`src/rtl/clock_ctrl_pkg.sv`:
```
// Shared definitions for the run-control sequencer: state encoding,
// button index map and default parameter values.
package clock_ctrl_pkg;

  typedef enum logic [1:0] {
    ST_IDLE   = 2'd0,
    ST_RUN    = 2'd1,
    ST_BURST  = 2'd2,
    ST_HALTED = 2'd3
  } seq_state_e;

  localparam int DEBOUNCE_CYCLES_DEF = 4;
  localparam int COUNT_W_DEF         = 8;

  localparam int BTN_RUN   = 0;
  localparam int BTN_STOP  = 1;
  localparam int BTN_STEP  = 2;
  localparam int BTN_BURST = 3;
  localparam int NUM_BTNS  = 4;

endpackage

```
`src/rtl/btn_debounce.sv`:
```
// Two-flop synchronizer, run-length debouncer and registered rising-edge
// event for one raw front-panel button.
module btn_debounce #(
  parameter int DEBOUNCE_CYCLES = 4
) (
  input  logic clk,
  input  logic rst,
  input  logic btn_i,
  output logic ev_o
);

  localparam int CW = (DEBOUNCE_CYCLES > 1) ? $clog2(DEBOUNCE_CYCLES) : 1;
  localparam logic [CW-1:0] CNT_LAST = CW'(DEBOUNCE_CYCLES - 1);

  logic          sync1_q, sync2_q;
  logic          level_q, level_d;
  logic          level_dly_q;
  logic          rise_q;
  logic [CW-1:0] cnt_q, cnt_d;

  // Any sample agreeing with the accepted level restarts qualification.
  always_comb begin
    level_d = level_q;
    cnt_d   = '0;
    if (sync2_q != level_q) begin
      if (cnt_q == CNT_LAST) begin
        level_d = ~level_q;
      end else begin
        cnt_d = cnt_q + CW'(1);
      end
    end
  end

  always_ff @(posedge clk) begin
    if (rst) begin
      sync1_q     <= 1'b0;
      sync2_q     <= 1'b0;
      level_q     <= 1'b0;
      level_dly_q <= 1'b0;
      rise_q      <= 1'b0;
      cnt_q       <= '0;
    end else begin
      sync1_q     <= btn_i;
      sync2_q     <= sync1_q;
      level_q     <= level_d;
      level_dly_q <= level_q;
      rise_q      <= level_q & ~level_dly_q;
      cnt_q       <= cnt_d;
    end
  end

  assign ev_o = rise_q;

endmodule

```
`src/rtl/clock_sequencer.sv`:
```
// Run-control FSM driving the clock module: free-run, single step,
// N-cycle burst and HLT handling from conditioned front-panel buttons.
module clock_sequencer
  import clock_ctrl_pkg::*;
#(
  parameter int DEBOUNCE_CYCLES = DEBOUNCE_CYCLES_DEF,
  parameter int COUNT_W         = COUNT_W_DEF
) (
  input  logic               clk,
  input  logic               rst,
  input  logic               run_btn,
  input  logic               stop_btn,
  input  logic               step_btn,
  input  logic               burst_btn,
  input  logic [COUNT_W-1:0] burst_n,
  input  logic               hlt_instr,
  output logic               manual_en,
  output logic               adv_clk,
  output logic               halt,
  output logic [1:0]         state,
  output logic [COUNT_W-1:0] cycles_left
);

  logic [NUM_BTNS-1:0] btn_raw;
  logic [NUM_BTNS-1:0] btn_ev;

  assign btn_raw = {burst_btn, step_btn, stop_btn, run_btn};

  for (genvar gi = 0; gi < NUM_BTNS; gi++) begin : g_btn
    btn_debounce #(
      .DEBOUNCE_CYCLES(DEBOUNCE_CYCLES)
    ) u_db (
      .clk  (clk),
      .rst  (rst),
      .btn_i(btn_raw[gi]),
      .ev_o (btn_ev[gi])
    );
  end

  logic run_ev, stop_ev, step_ev, burst_ev;
  assign run_ev   = btn_ev[BTN_RUN];
  assign stop_ev  = btn_ev[BTN_STOP];
  assign step_ev  = btn_ev[BTN_STEP];
  assign burst_ev = btn_ev[BTN_BURST];

  seq_state_e         state_q, state_d;
  logic               adv_q, adv_d;
  logic               men_q, men_d;
  logic               halt_q, halt_d;
  logic [COUNT_W-1:0] left_q, left_d;

  always_comb begin
    state_d = state_q;
    adv_d   = 1'b0;
    left_d  = '0;
    case (state_q)
      ST_IDLE: begin
        // A stop event outranks run/burst/step even though it is a no-op here.
        if (hlt_instr) begin
          state_d = ST_HALTED;
        end else if (!stop_ev) begin
          if (run_ev) begin
            state_d = ST_RUN;
          end else if (burst_ev) begin
            if (burst_n != '0) begin
              state_d = ST_BURST;
              left_d  = burst_n;
              adv_d   = 1'b1;
            end
          end else if (step_ev) begin
            adv_d = 1'b1;
          end
        end
      end
      ST_RUN: begin
        if (hlt_instr) begin
          state_d = ST_HALTED;
        end else if (stop_ev) begin
          state_d = ST_IDLE;
        end
      end
      ST_BURST: begin
        if (hlt_instr) begin
          state_d = ST_HALTED;
        end else if (stop_ev) begin
          state_d = ST_IDLE;
        end else if (adv_q) begin
          left_d = left_q - COUNT_W'(1);
        end else if (left_q == '0) begin
          state_d = ST_IDLE;
        end else begin
          left_d = left_q;
          adv_d  = 1'b1;
        end
      end
      ST_HALTED: begin
        // A held HLT must not trap the machine: stop wins here.
        if (stop_ev) begin
          state_d = ST_IDLE;
        end
      end
      default: state_d = ST_IDLE;
    endcase
    men_d  = (state_d != ST_RUN);
    halt_d = (state_d == ST_HALTED);
  end

  always_ff @(posedge clk) begin
    if (rst) begin
      state_q <= ST_IDLE;
      adv_q   <= 1'b0;
      men_q   <= 1'b1;
      halt_q  <= 1'b0;
      left_q  <= '0;
    end else begin
      state_q <= state_d;
      adv_q   <= adv_d;
      men_q   <= men_d;
      halt_q  <= halt_d;
      left_q  <= left_d;
    end
  end

  assign state       = state_q;
  assign adv_clk     = adv_q;
  assign manual_en   = men_q;
  assign halt        = halt_q;
  assign cycles_left = left_q;

endmodule

```
`config.mk`:
```
export PLATFORM = sky130hd
export DESIGN_NAME = clock_sequencer
export DESIGN_NICKNAME = d
export VERILOG_FILES = /design/src/rtl/clock_ctrl_pkg.sv /design/src/rtl/btn_debounce.sv /design/src/rtl/clock_sequencer.sv
export SDC_FILE = /design/constraint.sdc
export NUM_CORES = 1
export LEC_CHECK = 0
export ABC_AREA = 1
export CORE_MARGIN = 4
export CORE_UTILIZATION = 48
export CTS_CLUSTER_DIAMETER = 60
export CTS_CLUSTER_SIZE = 10
export DETAILED_ROUTE_END_ITERATION = 8
export HOLD_SLACK_MARGIN = 0.05
export PLACE_DENSITY_LB_ADDON = 0.3
export SLEW_MARGIN = 20
export SYNTH_ARGS = -nofsm -noshare
export SYNTH_HDL_FRONTEND = slang
export SYNTH_HIERARCHICAL = 1
export SYNTH_SLANG_ARGS = --single-unit
export TNS_END_PERCENT = 20
```
`constraint.sdc`:
```
create_clock -name clk -period 1.5 [get_ports clk]
set_clock_uncertainty 0.15 [all_clocks]
set_input_delay 0.15 -clock clk [delete_from_list [all_inputs] [get_ports clk]]
set_output_delay 0.15 -clock clk [all_outputs]
set_load 0.01 [all_outputs]
```
# Yosys cells after proc, flatten, opt, wreduce, memory -nomap -nowiden
# Index checks and enable logic that the tools add are counted.
# word_totals
regBits	41
out_inout_bits	13
elab_cells	108
# op_classes
add_sub_neg	5
n_eq_ne	14
n_mux	33
n_bitwise	16
reduce_logical	11
# op_table
op	n
$mux 8	9
$mux 2	11
$pmux 8 s2	1
$eq 2x2->1 const B	7
$not 1->1	12
$reduce_or 3->1	4
$mux 1	10
$add 2x1->2 const B	4
$logic_not 8->1	1
$pmux 2 s4	1
$reduce_and 2->1	4
$reduce_bool 8->1	1
$sub 8x1->8 const B	1
$ne 5x4->1 const B	1
$and 1x1->1	4
$ne 1x1->1	4
$eq 2x1->1 const B	1
$logic_not 2->1	1
$ne 2x1->1 const B	1
$pmux 1 s2	1

# Longest topological paths before layout
# Gate-level depths: netlist of run 1.
# depth
word_depth	8
depth_mapped	10

# Hierarchy
# Netlist of run 1, hierarchy kept.
# by_module_without_submodules
mod	n_inst	cells_per_inst	area_per_inst_um2
btn_debounce	4	27	235.2
clock_sequencer	1	132	892.1

# Least setup slack after synthesis of run 1
# No wires, ideal clock.
# synth_path
path_type	register to register
from	reg left_q[0], in the netlist cycles_left[0]
to	reg left_q[7], in the netlist cycles_left[7]
setup_ps	118
arrival_ps	1248
required_ps	1232
slack_ps	-16
path_stages_with_launch	9
n_path_buf	0
period_less_slack_ps	1516
path_cell_list	dfxtp_1 > inv_1 > ha_1 > nand2_1 > o21ai_4 > nor2_4 > inv_2 > o21ai_1 > a21oi_1
# synth_between
elab_chain_cells	5
word_cells_on_any_way	7
cone_classes	add/sub (1); eq/ne (1); mux (4); reduce/logical (1)
# synth_lines
element	line_no	rtl
from (decl)	clock_sequencer.sv:50	logic [COUNT_W-1:0] left_q, left_d;
from (signal assigned)	clock_sequencer.sv:120	left_q <= left_d;
$sub 8x1->8	clock_sequencer.sv:88	left_d = left_q - COUNT_W'(1);
$mux 8	clock_sequencer.sv:87	end else if (adv_q) begin
$mux 8	clock_sequencer.sv:85	end else if (stop_ev) begin
$mux 8	clock_sequencer.sv:83	if (hlt_instr) begin
$pmux 8 s2	clock_sequencer.sv:56	case (state_q)
# Parallel ways exist; a longest one is shown, timed or not.
# A chain may end at the register's enable or synchronous reset.

# Final worst setup path of run 1
# Same ends and word-level chain as after synthesis.

==> impl_results.html, run 1 <==
<table>
<tr><th>Metric</th><th>Value</th></tr>
<tr><th colspan="2">Timing</th></tr>
<tr><td># setup viols final</td><td>0</td></tr>
<tr><td>Worst-Margin Slew</td><td>around 0.26 ns</td></tr>
<tr><td>Highest Clock Rate</td><td>slightly below 700 MHz</td></tr>
<tr><td>Crit path time final</td><td>approximately 1.5 ns</td></tr>
<tr><td>Relative slew slack</td><td>just over 80%</td></tr>
<tr><td>Setup tns final</td><td>0 ns</td></tr>
<tr><td>Unrepaired setup endpoints after global routing</td><td>yes</td></tr>
<tr><td>Number of hold-slack violations in the final timing report</td><td>0</td></tr>
<tr><td>Final worst-path cycle share</td><td>97.55%</td></tr>
<tr><td>Final Max Slew Viols</td><td>0</td></tr>
<tr><th colspan="2">Global route</th></tr>
<tr><td>Total congestion overflow</td><td>0</td></tr>
<tr><td>Via count of the first global-routing pass</td><td>~1400</td></tr>
<tr><td>Wire length of the first global-routing pass</td><td>approximately 6100 um</td></tr>
<tr><td>Initial antenna violation count</td><td>0</td></tr>
<tr><td>GRT Total Usage</td><td>~15%</td></tr>
<tr><td>Largest net degree at the start of global routing</td><td>17</td></tr>
<tr><th colspan="2">Power</th></tr>
<tr><td>Power per cell area</td><td>approximately 1000 nW/um^2</td></tr>
<tr><td>Leakage power</td><td>between 1 and 1.5 nW</td></tr>
<tr><td>Sequential fraction of design power</td><td>47.1%</td></tr>
<tr><td>Net switching power</td><td>between 0.0005 and 0.0006 W</td></tr>
<tr><td>Clock share of power</td><td>42.7%</td></tr>
<tr><td>Final Total Pwr</td><td>~0.0024 W</td></tr>
<tr><td>Net switching fraction of the power</td><td>between 20 and 25%</td></tr>
<tr><td>Gate power share</td><td>10.3%</td></tr>
<tr><td>Pint</td><td>approximately 0.0019 W</td></tr>
<tr><td>Worst supply voltage drop on vdd</td><td>between 0.6 and 0.7 mV</td></tr>
<tr><th colspan="2">Clock tree</th></tr>
<tr><td>Post-CTS clock slew at the launch and capture registers of the worst setup and hold paths</td><td>about 0.080 ns</td></tr>
<tr><td>Total CTS buffers</td><td>5</td></tr>
<tr><td>CTS tree</td><td>built</td></tr>
<tr><td>Number of sinks driven by the clock tree</td><td>41</td></tr>
<tr><td>Later-pin clock latency in the skew report</td><td>roughly 0.29 ns</td></tr>
<tr><td>Library cell used as clock root buffer</td><td>clkbuf_8</td></tr>
<tr><td>Largest buffer count on any clock path</td><td>2</td></tr>
<tr><td>Number of levels in the clock H-tree</td><td>2</td></tr>
<tr><th colspan="2">Route</th></tr>
<tr><td>Per-cell routed wire length</td><td>about 11 um</td></tr>
<tr><td>Routed wire length</td><td>approximately 3700 um</td></tr>
<tr><td>Via count</td><td>1570</td></tr>
<tr><td>First-iteration detailed-routing DRC count</td><td>79</td></tr>
<tr><td>First-pass iteration count of the detailed router</td><td>4</td></tr>
<tr><td>Antenna-violating nets left</td><td>0</td></tr>
<tr><td>Remaining DRCs</td><td>0</td></tr>
<tr><td>Detailed-route vias per instance</td><td>4.645</td></tr>
<tr><th colspan="2">Synth</th></tr>
<tr><td>Leading cell types by total area after synthesis</td><td>dfxtp_1 45%, inv_1 9.0%, nor2_1 8.0%</td></tr>
<tr><td>Top FF cell, synth</td><td>dfxtp_1</td></tr>
<tr><td>Most instantiated library cell after synthesis</td><td>inv_1</td></tr>
<tr><td>Sequential element share of the synthesized area</td><td>between 40 and 50%</td></tr>
<tr><td>Yosys cell types</td><td>29</td></tr>
<tr><td>List of most frequent post-synthesis cells</td><td>44 x inv_1, 41 x dfxtp_1, 39 x nor2_1</td></tr>
<tr><td>Total standard cell area after synthesis</td><td>around 1800 sq um</td></tr>
<tr><td>Gate count of the mapped netlist</td><td>240</td></tr>
<tr><td>Yosys reg bits</td><td>41</td></tr>
<tr><td>Most area-hungry cell type in the Yosys netlist</td><td>dfxtp_1</td></tr>
<tr><td>Post-synth net total</td><td>between 200 and 300</td></tr>
<tr><td>Avg Cell Area, Syn</td><td>roughly 7.6 sq um</td></tr>
<tr><td>EDFF count, synth</td><td>0</td></tr>
<tr><td>Share of the synthesized area in the top cell type</td><td>~45%</td></tr>
<tr><td>Syn. warnings</td><td>6</td></tr>
<tr><td>Async SR Flop Fraction</td><td>0%</td></tr>
<tr><th colspan="2">Run</th></tr>
<tr><td>Number of maximum-capacitance violations</td><td>0</td></tr>
<tr><th colspan="2">Setup path</th></tr>
<tr><td>Worst-path maximum fanout</td><td>5</td></tr>
<tr><td>Worst Setup Path Type</td><td>register to register</td></tr>
<tr><td>Endpoint required time on the critical path</td><td>between 1.5 and 2 ns</td></tr>
<tr><td>Source of the worst register-to-register timing path</td><td>cycles_left[0]</td></tr>
<tr><td>Endpoint of the worst register-to-register path</td><td>cycles_left[7]</td></tr>
<tr><td>CP peak stage delay</td><td>roughly 0.34 ns</td></tr>
<tr><td>Critical-path cell list</td><td>inv_2 -&gt; ha_1 -&gt; nand2_2 -&gt; o21ai_4 -&gt; nor2_4 -&gt; inv_2 -&gt; o21ai_2 -&gt; a21oi_2</td></tr>
<tr><td>Cell type with the highest occurrence count on the critical path</td><td>inv_2</td></tr>
<tr><td>Length in cells of the worst reg-to-reg path</td><td>8</td></tr>
<tr><td>Flop-to-flop setup slack</td><td>around 0.037 ns</td></tr>
<tr><td>Critical Path Source Type</td><td>register</td></tr>
<tr><td>Critical Path Slowest Stage Cell</td><td>dfxtp_2</td></tr>
<tr><td>Capturing element type of the critical path</td><td>register</td></tr>
<tr><td>Data arrival time at the worst-slack endpoint</td><td>about 1.5 ns</td></tr>
<tr><th colspan="2">Floorplanning</th></tr>
<tr><td>Die Y</td><td>69.80 um</td></tr>
<tr><td>Initial cell density of the core</td><td>49.69%</td></tr>
<tr><td>Core Box Area</td><td>3689 sq um</td></tr>
<tr><td>Die Outline Area</td><td>around 4900 sq um</td></tr>
<tr><td>X dimension of the die</td><td>69.80 um</td></tr>
<tr><td>I/O pin count</td><td>28</td></tr>
<tr><td>Number of cell rows</td><td>22</td></tr>
<tr><th colspan="2">Worst hold path</th></tr>
<tr><td>Destination of the worst hold path</td><td>g_btn[2].u_db/sync1_q</td></tr>
<tr><td>Start point of the worst min-delay path</td><td>step_btn</td></tr>
<tr><td>Hold Path Stages</td><td>3</td></tr>
<tr><td>Worst min path class</td><td>input pin to register</td></tr>
<tr><th colspan="2">Place</th></tr>
<tr><td>Total instance count after detailed placement</td><td>328</td></tr>
<tr><td>Cell area reported after detailed placement</td><td>between 2000 and 2500 sq um</td></tr>
<tr><td>Weighted congestion at the end of routability-driven global placement</td><td>0.8969</td></tr>
<tr><td>Number of port buffers</td><td>27</td></tr>
<tr><td>Half-perimeter wire length of the detailed placement result</td><td>2742 um</td></tr>
<tr><th colspan="2">Layout</th></tr>
<tr><td>Flip-flop and latch area</td><td>roughly 830 sq um</td></tr>
<tr><td>Area of all placed cells without fillers</td><td>2465 sq um</td></tr>
<tr><td>Footprint of the multi-input gates</td><td>roughly 870 sq um</td></tr>
<tr><td>Final-layout fill cell count</td><td>320</td></tr>
<tr><td>Antenna diode instance count</td><td>0</td></tr>
<tr><td>Area overhead of the layout relative to synthesis</td><td>34.47%</td></tr>
<tr><td>Final std cells w/o fill</td><td>~340</td></tr>
<tr><td>Number of nets in the layout</td><td>310</td></tr>
<tr><td>Fraction of layout cells with a size suffix above 1</td><td>between 20% and 30%</td></tr>
<tr><th colspan="2">Status</th></tr>
<tr><td>Outcome</td><td>finished clean</td></tr>
</table>
==> repair_timing <==
| action | CTS | global route |
|---|---|---|
| endpoints found under the setup margin | 10 | 13 |
| resized for setup | 16 | 17 |
| setup buffers | 0 | 1 |
| hold buffers | 0 | 0 |
| pin swaps | 0 | 9 |
| cloned | 0 | 1 |
==> area by class of cell <==
type,instances,area share [%]
clock buffers,5,2.792
clock inverters,3,2.640
inverters,51,7.817
multi-input cells,148,35.33
flip-flops and latches,41,33.86
well taps,48,2.437
repair buffers,42,15.13
==> critical path: cells and delay by family, from the launching register on <==
family | cells | cell delay, ns
flops | 1 | 0.34
simple gates | 2 | 0.28
compound gates | 3 | 0.25
fa+ha+maj | 1 | 0.21
buf+inv | 2 | 0.13
==> worst max path at each step <==
stage | from | end | slack, ns | depth (start not counted)
after detailed placement | hlt_instr | cycles_left[7] | -0.11 | 7
after global routing | cycles_left[0] | cycles_left[7] | -0.05 | 7
after CTS | cycles_left[0] | cycles_left[7] | 0.008 | 8
final | cycles_left[0] | cycles_left[7] | 0.04 | 8
after floorplan | cycles_left[1] | cycles_left[7] | 0.03 | 8
after global placement | burst_n[1] | manual_en | -0.1 | 11
==> flip-flops by register name, indices dropped and copies added (netlist names) <==
register,flops
cycles_left,8
g_btn.u_db/cnt_q,8
g_btn.u_db/ev_o,4
g_btn.u_db/level_dly_q,4
g_btn.u_db/level_q,4
g_btn.u_db/sync1_q,4
g_btn.u_db/sync2_q,4
state,2
adv_clk,1
halt,1
manual_en,1
==> power by group through the flow <==
stage | clock, W | combinational (W) | sequential (W)
floorplan | 0 | 0.000118 | 0.00117
global placement | 0 | 0.000244 | 0.00117
detailed placement | 0 | 0.000250 | 0.00117
CTS | 0.00108 | 0.000245 | 0.00114
global route | 0.00112 | 0.000283 | 0.00115
finish | 0.00104 | 0.000250 | 0.00115
==> placed cells by master (no fill, tap or decap), types with 3 or more instances in the layout <==
| cell type | n |
|---|---|
| inv_1 | 42 |
| nor2_1 | 38 |
| nand2_1 | 34 |
| dfxtp_1 | 34 |
| clkdlybuf4s50_1 | 16 |
| buf_4 | 15 |
| dlygate4sd2_1 | 10 |
| nand3_1 | 9 |
| nor3_1 | 9 |
| inv_2 | 8 |
| nor2_4 | 7 |
| nor2_2 | 6 |
| nand3_2 | 6 |
| nand2_2 | 5 |
| a21oi_1 | 5 |
| ha_1 | 5 |
| clkbuf_8 | 5 |
| dfxtp_2 | 5 |
| a21oi_2 | 4 |
| a31oi_1 | 3 |
==> stage by stage <==
| step | hold slack [ns] | util [%] | setup slack [ns] |
|---|---|---|---|
| floorplan | 0.07118 | - | 0.02569 |
| global placement | 0.2281 | 61.43 | -0.09891 |
| detailed placement | 0.2301 | 61.43 | -0.1132 |
| CTS | 0.2016 | 64.96 | 0.008294 |
| global route | 0.2302 | 66.83 | -0.05275 |
| finish | 0.2156 | 66.83 | 0.03681 |
==> cells by family (layout without fill, tap and decap cells) <==
logic type,Yosys count,in the layout,synth area share (%)
AO/OA/AOI/OAI,22,22,7.919
XOR/XNOR,3,3,1.434
buffers and inverters,52,101,10.72
adder cells (fa/ha/maj),6,6,4.095
AND/OR/NAND/NOR,116,117,31.06
flip-flops,41,41,44.78
==> layer usage <==
metal | up-vias | global-route usage [%] | share of wire [%]
li1 | 838 | - | -
met2 | 24 | 26.97 | 53
met4 | 0 | 5.106 | 0.84
met5 | - | 0 | 0
met1 | 704 | 17.54 | 42
met3 | 4 | 5.217 | 4.3
Note: power is estimated with default switching activity, not from simulation.
==> run 2: changes to the inputs <==
==> constraint.sdc (replaced) <==
create_clock -name clk -period 1.3 [get_ports clk]
set_clock_uncertainty 0.15 [all_clocks]
set_input_delay 0.13 -clock clk [delete_from_list [all_inputs] [get_ports clk]]
set_output_delay 0.13 -clock clk [all_outputs]
set_load 0.01 [all_outputs]
==> run 2 against run 1 <==
The run now ends with negative setup slack left. First-iteration DRC count increased by 11%. Global-route usage increased by 0.93 points. Via count increased by 3.4%. Clock-buffer cell count unchanged. Clock power decreased by 18%. Register-to-register slack got worse by 0.15 ns. Sequential cell count unchanged.
==> impl_results.html, run 2 (synthesis results as in run 1) <==
<table>
<tr><th>Metric</th><th>Value</th></tr>
<tr><th colspan="2">Status</th></tr>
<tr><td>Outcome</td><td>complete, but fails checks</td></tr>
<tr><td>Violations in the final reports</td><td>negative setup slack</td></tr>
<tr><th colspan="2">Route</th></tr>
<tr><td>Antenna-violating nets left</td><td>0</td></tr>
<tr><td>First-pass iteration count of the detailed router</td><td>4</td></tr>
<tr><td>Per-cell routed wire length</td><td>roughly 11 um</td></tr>
<tr><td>Detailed-route vias per instance</td><td>approximately 4.7</td></tr>
<tr><td>Remaining DRCs</td><td>0</td></tr>
<tr><td>First-iteration detailed-routing DRC count</td><td>between 80 and 90</td></tr>
<tr><td>Routed wire length</td><td>between 3000 and 4000 um</td></tr>
<tr><td>Via count</td><td>roughly 1600</td></tr>
<tr><th colspan="2">Setup path</th></tr>
<tr><td>CP Depth</td><td>7</td></tr>
<tr><td>Data arrival time at the worst-slack endpoint</td><td>roughly 1.5 ns</td></tr>
<tr><td>Endpoint required time on the critical path</td><td>~1.4 ns</td></tr>
<tr><td>Setup crit end</td><td>cycles_left[7]</td></tr>
<tr><td>Source of the worst register-to-register timing path</td><td>cycles_left[3]</td></tr>
<tr><td>Critical Path Source Type</td><td>register</td></tr>
<tr><td>Flop-to-flop setup slack</td><td>-0.11 ns</td></tr>
<tr><td>Worst-path maximum fanout</td><td>8</td></tr>
<tr><td>Capturing element type of the critical path</td><td>register</td></tr>
<tr><td>Endpoint of the worst register-to-register path</td><td>cycles_left[7]</td></tr>
<tr><td>Critical Path Slowest Stage Cell</td><td>dfxtp_2</td></tr>
<tr><td>Critical-path cell list</td><td>nor2_4 -&gt; nand2_2 -&gt; o21ai_4 -&gt; nor2_4 -&gt; buf_12 -&gt; a21oi_1 -&gt; a21oi_1</td></tr>
<tr><td>Worst Setup Path Type</td><td>register to register</td></tr>
<tr><td>Launch point of the critical path</td><td>cycles_left[3]</td></tr>
<tr><td>Largest delay contributor family on the critical path</td><td>compound AO/OA/AOI/OAI gates</td></tr>
<tr><td>CP peak stage delay</td><td>roughly 0.34 ns</td></tr>
<tr><td>Length in cells of the worst reg-to-reg path</td><td>7</td></tr>
<tr><td>Combined buffer and inverter count along the critical path</td><td>1</td></tr>
<tr><th colspan="2">Layout</th></tr>
<tr><td>Number of nets in the layout</td><td>between 300 and 400</td></tr>
<tr><td>Antenna diode instance count</td><td>0</td></tr>
<tr><td>Area overhead of the layout relative to synthesis</td><td>37.41%</td></tr>
<tr><td>Fraction of layout cells with a size suffix above 1</td><td>around a third</td></tr>
<tr><td>Top library cells by usage in the layout, fill and taps aside</td><td>41 x inv_1, 38 x nor2_1, 35 x nand2_1, 33 x dfxtp_1, 24 x buf_4</td></tr>
<tr><td>Most common library cell in the layout ignoring fill and taps</td><td>inv_1</td></tr>
<tr><td>Final std cells w/o fill</td><td>349</td></tr>
<tr><th colspan="2">Global route</th></tr>
<tr><td>Largest net degree at the start of global routing</td><td>19</td></tr>
<tr><td>Initial antenna violation count</td><td>0</td></tr>
<tr><td>Via count of the first global-routing pass</td><td>about 1500</td></tr>
<tr><td>Wire length of the first global-routing pass</td><td>~6400 um</td></tr>
<tr><td>GRT Total Usage</td><td>around 16%</td></tr>
<tr><td>Total congestion overflow</td><td>0</td></tr>
<tr><th colspan="2">Place</th></tr>
<tr><td>Half-perimeter wire length of the detailed placement result</td><td>between 2000 and 3000 um</td></tr>
<tr><td>Dpl ws</td><td>-0.2585 ns</td></tr>
<tr><td>Number of port buffers</td><td>27</td></tr>
<tr><td>Weighted congestion at the end of routability-driven global placement</td><td>between 0.9 and 1</td></tr>
<tr><td>Total instance count after detailed placement</td><td>341</td></tr>
<tr><th colspan="2">Clock tree</th></tr>
<tr><td>Post-CTS clock slew at the launch and capture registers of the worst setup and hold paths</td><td>0.08 ns</td></tr>
<tr><td>Hold_buf cts</td><td>0</td></tr>
<tr><td>Number of levels in the clock H-tree</td><td>2</td></tr>
<tr><td>Library cell used as clock root buffer</td><td>clkbuf_8</td></tr>
<tr><td>Number of sinks driven by the clock tree</td><td>approximately 40</td></tr>
<tr><td>Total CTS buffers</td><td>5</td></tr>
<tr><td>CTS tree</td><td>built</td></tr>
<tr><td>Largest buffer count on any clock path</td><td>2</td></tr>
<tr><td>Later-pin clock latency in the skew report</td><td>approximately 0.30 ns</td></tr>
<tr><th colspan="2">Timing</th></tr>
<tr><td>Minimum setup slack in the final design</td><td>-0.1097 ns</td></tr>
<tr><td>Crit path time final</td><td>1.410 ns</td></tr>
<tr><td># setup viols final</td><td>11</td></tr>
<tr><td>Unrepaired setup endpoints after global routing</td><td>yes</td></tr>
<tr><td>Highest Clock Rate</td><td>approximately 710 MHz</td></tr>
<tr><td>Setup tns final</td><td>-0.9062 ns</td></tr>
<tr><td>Number of hold-slack violations in the final timing report</td><td>0</td></tr>
<tr><td>Final Max Slew Viols</td><td>0</td></tr>
<tr><td>Relative slew slack</td><td>a little over four fifths</td></tr>
<tr><td>Final worst-path cycle share</td><td>108.4%</td></tr>
<tr><td>Worst-Margin Slew</td><td>0.2349 ns</td></tr>
<tr><th colspan="2">Floorplanning</th></tr>
<tr><td>I/O pin count</td><td>28</td></tr>
<tr><td>Die Outline Area</td><td>approximately 5000 sq um</td></tr>
<tr><td>Number of cell rows</td><td>22</td></tr>
<tr><td>Initial cell density of the core</td><td>49.69%</td></tr>
<tr><td>Die Y</td><td>approximately 70 um</td></tr>
<tr><td>Core Box Area</td><td>between 3000 and 4000 sq um</td></tr>
<tr><td>X dimension of the die</td><td>approximately 70 um</td></tr>
<tr><th colspan="2">Run</th></tr>
<tr><td>Number of maximum-capacitance violations</td><td>0</td></tr>
<tr><th colspan="2">Power</th></tr>
<tr><td>Worst supply voltage drop on vdd</td><td>~0.82 mV</td></tr>
<tr><td>Power per cell area</td><td>between 900 and 1000 nW/um^2</td></tr>
<tr><td>Leakage power</td><td>1.161 nW</td></tr>
<tr><th colspan="2">Worst hold path</th></tr>
<tr><td>Worst min path class</td><td>input pin to register</td></tr>
</table>
-- run 2: how the worst min path moves through the flow --
stage,slack (ns),to,depth (start not counted),start
6_report,0.19,g_btn[2].u_db/sync1_q,3,step_btn
5_1_grt,0.18,g_btn[2].u_db/sync1_q,3,step_btn
4_1_cts,0.18,g_btn[2].u_db/sync1_q,3,step_btn
3_5_place_dp,0.23,g_btn[1].u_db/ev_o,1,g_btn[1].u_db/level_dly_q
3_3_place_gp,0.23,g_btn[0].u_db/ev_o,1,g_btn[0].u_db/level_dly_q
2_1_floorplan,0.05,g_btn[0].u_db/sync1_q,1,rst
-- run 2: final cells by class --
type / count / area (sq um)
clock inverters: 3 / 21.27
repair buffers: 54 / 455.4
fillers: 315 / 1170
well taps: 48 / 60.06
flip-flops and latches: 41 / 838.3
clock buffers: 5 / 68.82
inverters: 51 / 197.7
multi-input cells: 147 / 877.1
-- run 2: worst reg2reg max path: stages (launching register included) --
cell and delay (ns):
dfxtp_2 0.34, nor2_4 0.16, nand2_2 0.10, o21ai_4 0.19
nor2_4 0.06, buf_12 0.13, a21oi_1 0.11, a21oi_1 0.07
-- run 2: timing repair --
action | CTS | global route
pin swaps | 2 | 1
endpoints found under the setup margin | 25 | 20
resized for setup | 35 | 14
setup buffers | 0 | 0
endpoints found under the hold margin | 0 | 0
-- run 2: metal layers --
layer | share of wire (%) | routed length [um] | vias to the layer above | global-route usage (%)
met2 | 52 | 1951 | 31 | 27.49
li1 | - | - | 855 | -
met1 | 42 | 1587 | 730 | 19.22
met4 | 1.9 | 70 | 0 | 7.660
met5 | 0 | 0 | - | 0
met3 | 4.4 | 167 | 7 | 4.493
-- run 2: through the flow --
stage               utilization, %  hold WS [ns]  instance area, sq um  power (W)
floorplan                        -       0.05118                  1867   0.001486
global placement             65.64        0.2274                  2421   0.001653
detailed placement           65.64        0.2318                  2421   0.001658
CTS                          68.66        0.1804                  2532   0.002497
global route                 68.28        0.1750                  2519   0.002603
finish                       68.28        0.1877                  2519   0.002476
-- run 2: power by group --
| group | internal [W] | switching [W] | total (W) |
|---|---|---|---|
| logic | 0.000152 | 0.000157 | 0.000309 |
| clock network | 0.000381 | 0.000472 | 0.000853 |
| registers | 0.00129 | 0.0000242 | 0.00131 |
==> run 3: changes to the inputs <==
--- a/config.mk
+++ b/config.mk
@@ -11,6 +11,7 @@
 export CTS_CLUSTER_DIAMETER = 60
 export CTS_CLUSTER_SIZE = 10
 export DETAILED_ROUTE_END_ITERATION = 8
+export GPL_TIMING_DRIVEN = 0
 export HOLD_SLACK_MARGIN = 0.05
 export PLACE_DENSITY_LB_ADDON = 0.3
 export SLEW_MARGIN = 20
==> run 3 against run 2 <==
The flow still finishes with violations (negative setup slack). Sequential cell count unchanged. First-iteration DRC count rose by 55%. Maximum frequency shrank 4.7%. Via count fell by 4.7%. Clock-buffer cell count up 2. Total power rose by 2.2%. Sequential power is essentially flat. Highest routed layer unchanged. Core utilization is 3.5 points lower. Clock power increased by 10%.
==> impl_results.html, run 3 (synthesis results as in run 1) <==
<table>
<tr><th>Metric</th><th>Value</th></tr>
<tr><th colspan="2">Status</th></tr>
<tr><td>Outcome</td><td>complete, but fails checks</td></tr>
<tr><td>Violations in the final reports</td><td>negative setup slack</td></tr>
<tr><th colspan="2">Global route</th></tr>
<tr><td>Wire length of the first global-routing pass</td><td>5809 um</td></tr>
<tr><td>GRT Total Usage</td><td>14.74%</td></tr>
<tr><td>Total congestion overflow</td><td>0</td></tr>
<tr><td>Initial antenna violation count</td><td>0</td></tr>
<tr><td>Via count of the first global-routing pass</td><td>about 1400</td></tr>
<tr><td>Largest net degree at the start of global routing</td><td>35</td></tr>
<tr><th colspan="2">Route</th></tr>
<tr><td>Antenna-violating nets left</td><td>0</td></tr>
<tr><td>Detailed-route vias per instance</td><td>between 4 and 5</td></tr>
<tr><td>Per-cell routed wire length</td><td>between 10 and 15 um</td></tr>
<tr><td>Met2 Routed Length</td><td>between 1500 and 2000 um</td></tr>
<tr><td>Highest metal used</td><td>met4</td></tr>
<tr><td>Remaining DRCs</td><td>0</td></tr>
<tr><td>First-pass iteration count of the detailed router</td><td>4</td></tr>
<tr><td>Routed wire length</td><td>3402 um</td></tr>
<tr><td>Routed wire length on met3</td><td>between 150 and 200 um</td></tr>
<tr><td>First-iteration detailed-routing DRC count</td><td>between 100 and 150</td></tr>
<tr><td>Via count</td><td>roughly 1500</td></tr>
<tr><td>Routed length on met1</td><td>1430 um</td></tr>
<tr><th colspan="2">Floorplanning</th></tr>
<tr><td>X dimension of the die</td><td>~70 um</td></tr>
<tr><td>Initial cell density of the core</td><td>49.69%</td></tr>
<tr><td>Number of cell rows</td><td>22</td></tr>
<tr><td>Die Outline Area</td><td>4871 sq um</td></tr>
<tr><td>Core Box Area</td><td>around 3700 sq um</td></tr>
<tr><td>I/O pin count</td><td>28</td></tr>
<tr><td>Die Y</td><td>between 60 and 70 um</td></tr>
<tr><th colspan="2">Place</th></tr>
<tr><td>Number of port buffers</td><td>27</td></tr>
<tr><td>Total instance count after detailed placement</td><td>around 320</td></tr>
<tr><td>Weighted congestion at the end of routability-driven global placement</td><td>roughly 0.80</td></tr>
<tr><td>Cell area reported after detailed placement</td><td>2197 sq um</td></tr>
<tr><td>Half-perimeter wire length of the detailed placement result</td><td>2436 um</td></tr>
<tr><th colspan="2">Setup path</th></tr>
<tr><td>Data arrival time at the worst-slack endpoint</td><td>1.48 ns</td></tr>
<tr><td>Worst Setup Path Type</td><td>register to register</td></tr>
<tr><td>Endpoint of the worst register-to-register path</td><td>state[1]</td></tr>
<tr><td>CP peak stage delay</td><td>~0.36 ns</td></tr>
<tr><td>Endpoint required time on the critical path</td><td>1.30 ns</td></tr>
<tr><td>Capturing element type of the critical path</td><td>register</td></tr>
<tr><td>Flop-to-flop setup slack</td><td>-0.18 ns</td></tr>
<tr><td>Length in cells of the worst reg-to-reg path</td><td>7</td></tr>
<tr><td>Critical Path Source Type</td><td>register</td></tr>
<tr><td>Launch point of the critical path</td><td>cycles_left[1]</td></tr>
<tr><td>Source of the worst register-to-register timing path</td><td>cycles_left[1]</td></tr>
<tr><td>Critical Path Slowest Stage Cell</td><td>dfxtp_4</td></tr>
<tr><td>Largest delay contributor family on the critical path</td><td>compound AO/OA/AOI/OAI gates</td></tr>
<tr><td>Critical-path cell list</td><td>inv_4 -&gt; ha_4 -&gt; nand2_4 -&gt; o21ai_4 -&gt; nand2_2 -&gt; a21boi_4 -&gt; a21oi_2</td></tr>
<tr><td>Worst-path maximum fanout</td><td>3</td></tr>
<tr><td>Combined buffer and inverter count along the critical path</td><td>1</td></tr>
<tr><th colspan="2">Timing</th></tr>
<tr><td>Final worst-path cycle share</td><td>113.8%</td></tr>
<tr><td>Final Max Slew Viols</td><td>0</td></tr>
<tr><td>Number of hold-slack violations in the final timing report</td><td>0</td></tr>
<tr><td># setup viols final</td><td>12</td></tr>
<tr><td>Crit path time final</td><td>around 1.5 ns</td></tr>
<tr><td>Minimum hold slack</td><td>between 0.15 and 0.2 ns</td></tr>
<tr><td>Highest Clock Rate</td><td>676.1 MHz</td></tr>
<tr><td>Minimum setup slack in the final design</td><td>-0.1791 ns</td></tr>
<tr><td>Worst-Margin Slew</td><td>approximately 0.73 ns</td></tr>
<tr><td>Relative slew slack</td><td>about half</td></tr>
<tr><td>Unrepaired setup endpoints after global routing</td><td>yes</td></tr>
<tr><th colspan="2">Power</th></tr>
<tr><td>Worst supply voltage drop on vdd</td><td>between 0.7 and 0.8 mV</td></tr>
<tr><td>Leakage power</td><td>1.077 nW</td></tr>
<tr><td>Power per cell area</td><td>between 1000 and 1500 nW/um^2</td></tr>
<tr><th colspan="2">Worst hold path</th></tr>
<tr><td>Hold Path Stages</td><td>3</td></tr>
<tr><td>Worst min path class</td><td>input pin to register</td></tr>
<tr><td>Start point of the worst min-delay path</td><td>stop_btn</td></tr>
<tr><td>Destination of the worst hold path</td><td>g_btn[1].u_db/sync1_q</td></tr>
<tr><th colspan="2">Layout</th></tr>
<tr><td>Top library cells by usage in the layout, fill and taps aside</td><td>40 x inv_1, 37 x nor2_1, 34 x nand2_1, 30 x dfxtp_1, 13 x clkdlybuf4s50_1</td></tr>
<tr><td>Final core occ</td><td>around two thirds</td></tr>
<tr><td>Antenna diode instance count</td><td>0</td></tr>
<tr><td>Most common library cell in the layout ignoring fill and taps</td><td>inv_1</td></tr>
<tr><td>Number of nets in the layout</td><td>300</td></tr>
<tr><td>Area of all placed cells without fillers</td><td>between 2000 and 2500 sq um</td></tr>
<tr><td>Final std cells w/o fill</td><td>about 330</td></tr>
<tr><td>Fraction of layout cells with a size suffix above 1</td><td>25.00%</td></tr>
<tr><td>Area overhead of the layout relative to synthesis</td><td>30.31%</td></tr>
<tr><th colspan="2">Clock tree</th></tr>
<tr><td>Later-pin clock latency in the skew report</td><td>approximately 0.30 ns</td></tr>
<tr><td>Post-CTS clock slew at the launch and capture registers of the worst setup and hold paths</td><td>roughly 0.080 ns</td></tr>
<tr><td>Largest buffer count on any clock path</td><td>2</td></tr>
<tr><td>Number of levels in the clock H-tree</td><td>2</td></tr>
<tr><td>Number of sinks driven by the clock tree</td><td>41</td></tr>
<tr><td>Hold_buf cts</td><td>0</td></tr>
<tr><td>CTS tree</td><td>built</td></tr>
<tr><td>Library cell used as clock root buffer</td><td>clkbuf_8</td></tr>
<tr><td>Total CTS buffers</td><td>5</td></tr>
<tr><th colspan="2">Run</th></tr>
<tr><td>Number of maximum-capacitance violations</td><td>0</td></tr>
</table>
[run 3: cell types whose count changed in the layout (fill, tap and decap cells not counted), sizes merged]
cell,before,now
inv,51,50
clkdlybuf4s50,14,13
dlygate4sd2,5,12
clkdlybuf4s15,0,1
nor2,50,51
clkinvlp,1,0
clkbuf,9,8
buf,31,5
[run 3: metal layers]
layer	track usage (%)	vias to the layer above
met5	0	-
met4	7.660	0
met3	3.768	8
met2	26.44	35
met1	15.69	689
li1	-	815
[run 3: metrics by stage]
step           total power (W)  TNS [ns]  worst slack [ns]
5_1_grt               0.002645    -2.358           -0.2436
6_report              0.002530    -1.470           -0.1791
3_5_place_dp          0.001612    -21.34            -1.001
2_1_floorplan         0.001486   -0.1813          -0.05258
3_3_place_gp          0.001605    -20.95           -0.9982
4_1_cts               0.002556    -1.349           -0.2329
[run 3: worst max path at each step]
stage	to	cells after the start	slack (ns)
5_1_grt	state[1]	7	-0.24
3_3_place_gp	manual_en	6	-1.0
6_report	state[1]	7	-0.18
2_1_floorplan	cycles_left[7]	8	-0.05
3_5_place_dp	manual_en	6	-1.00
4_1_cts	state[1]	6	-0.23
[run 3: what timing repair did]
item                       4_1_cts  5_1_grt
setup endpoints to repair       54       15
buffers inserted                 1        4
pin swaps                        6        5
gates resized for setup         28       12
gates cloned                     1        0
[run 3: tightest hold or removal path: stages]
cell and delay, ns:
clkdlybuf4s50_1 0.39, inv_1 0.05, nor2_1 0.03
[run 3: where the power goes]
part	switching (W)	leakage [nW]	internal, W	total (W)
sequential	0.0000239	0.339	0.00129	0.00131
combinational	0.000156	0.684	0.000122	0.000278
clock	0.000442	0.0536	0.000499	0.000941
total	0.000622	1.08	0.00191	0.00253
[run 3: final cells by class]
type | instances | area, sq um
fill | 333 | 1300
multi-input combinational | 148 | 889.6
sequential | 41 | 842.1
timing repair buffer | 32 | 289.0
inverter | 51 | 201.4
clock buffer | 7 | 97.59
tap | 48 | 60.06
clock inverter | 1 | 8.758
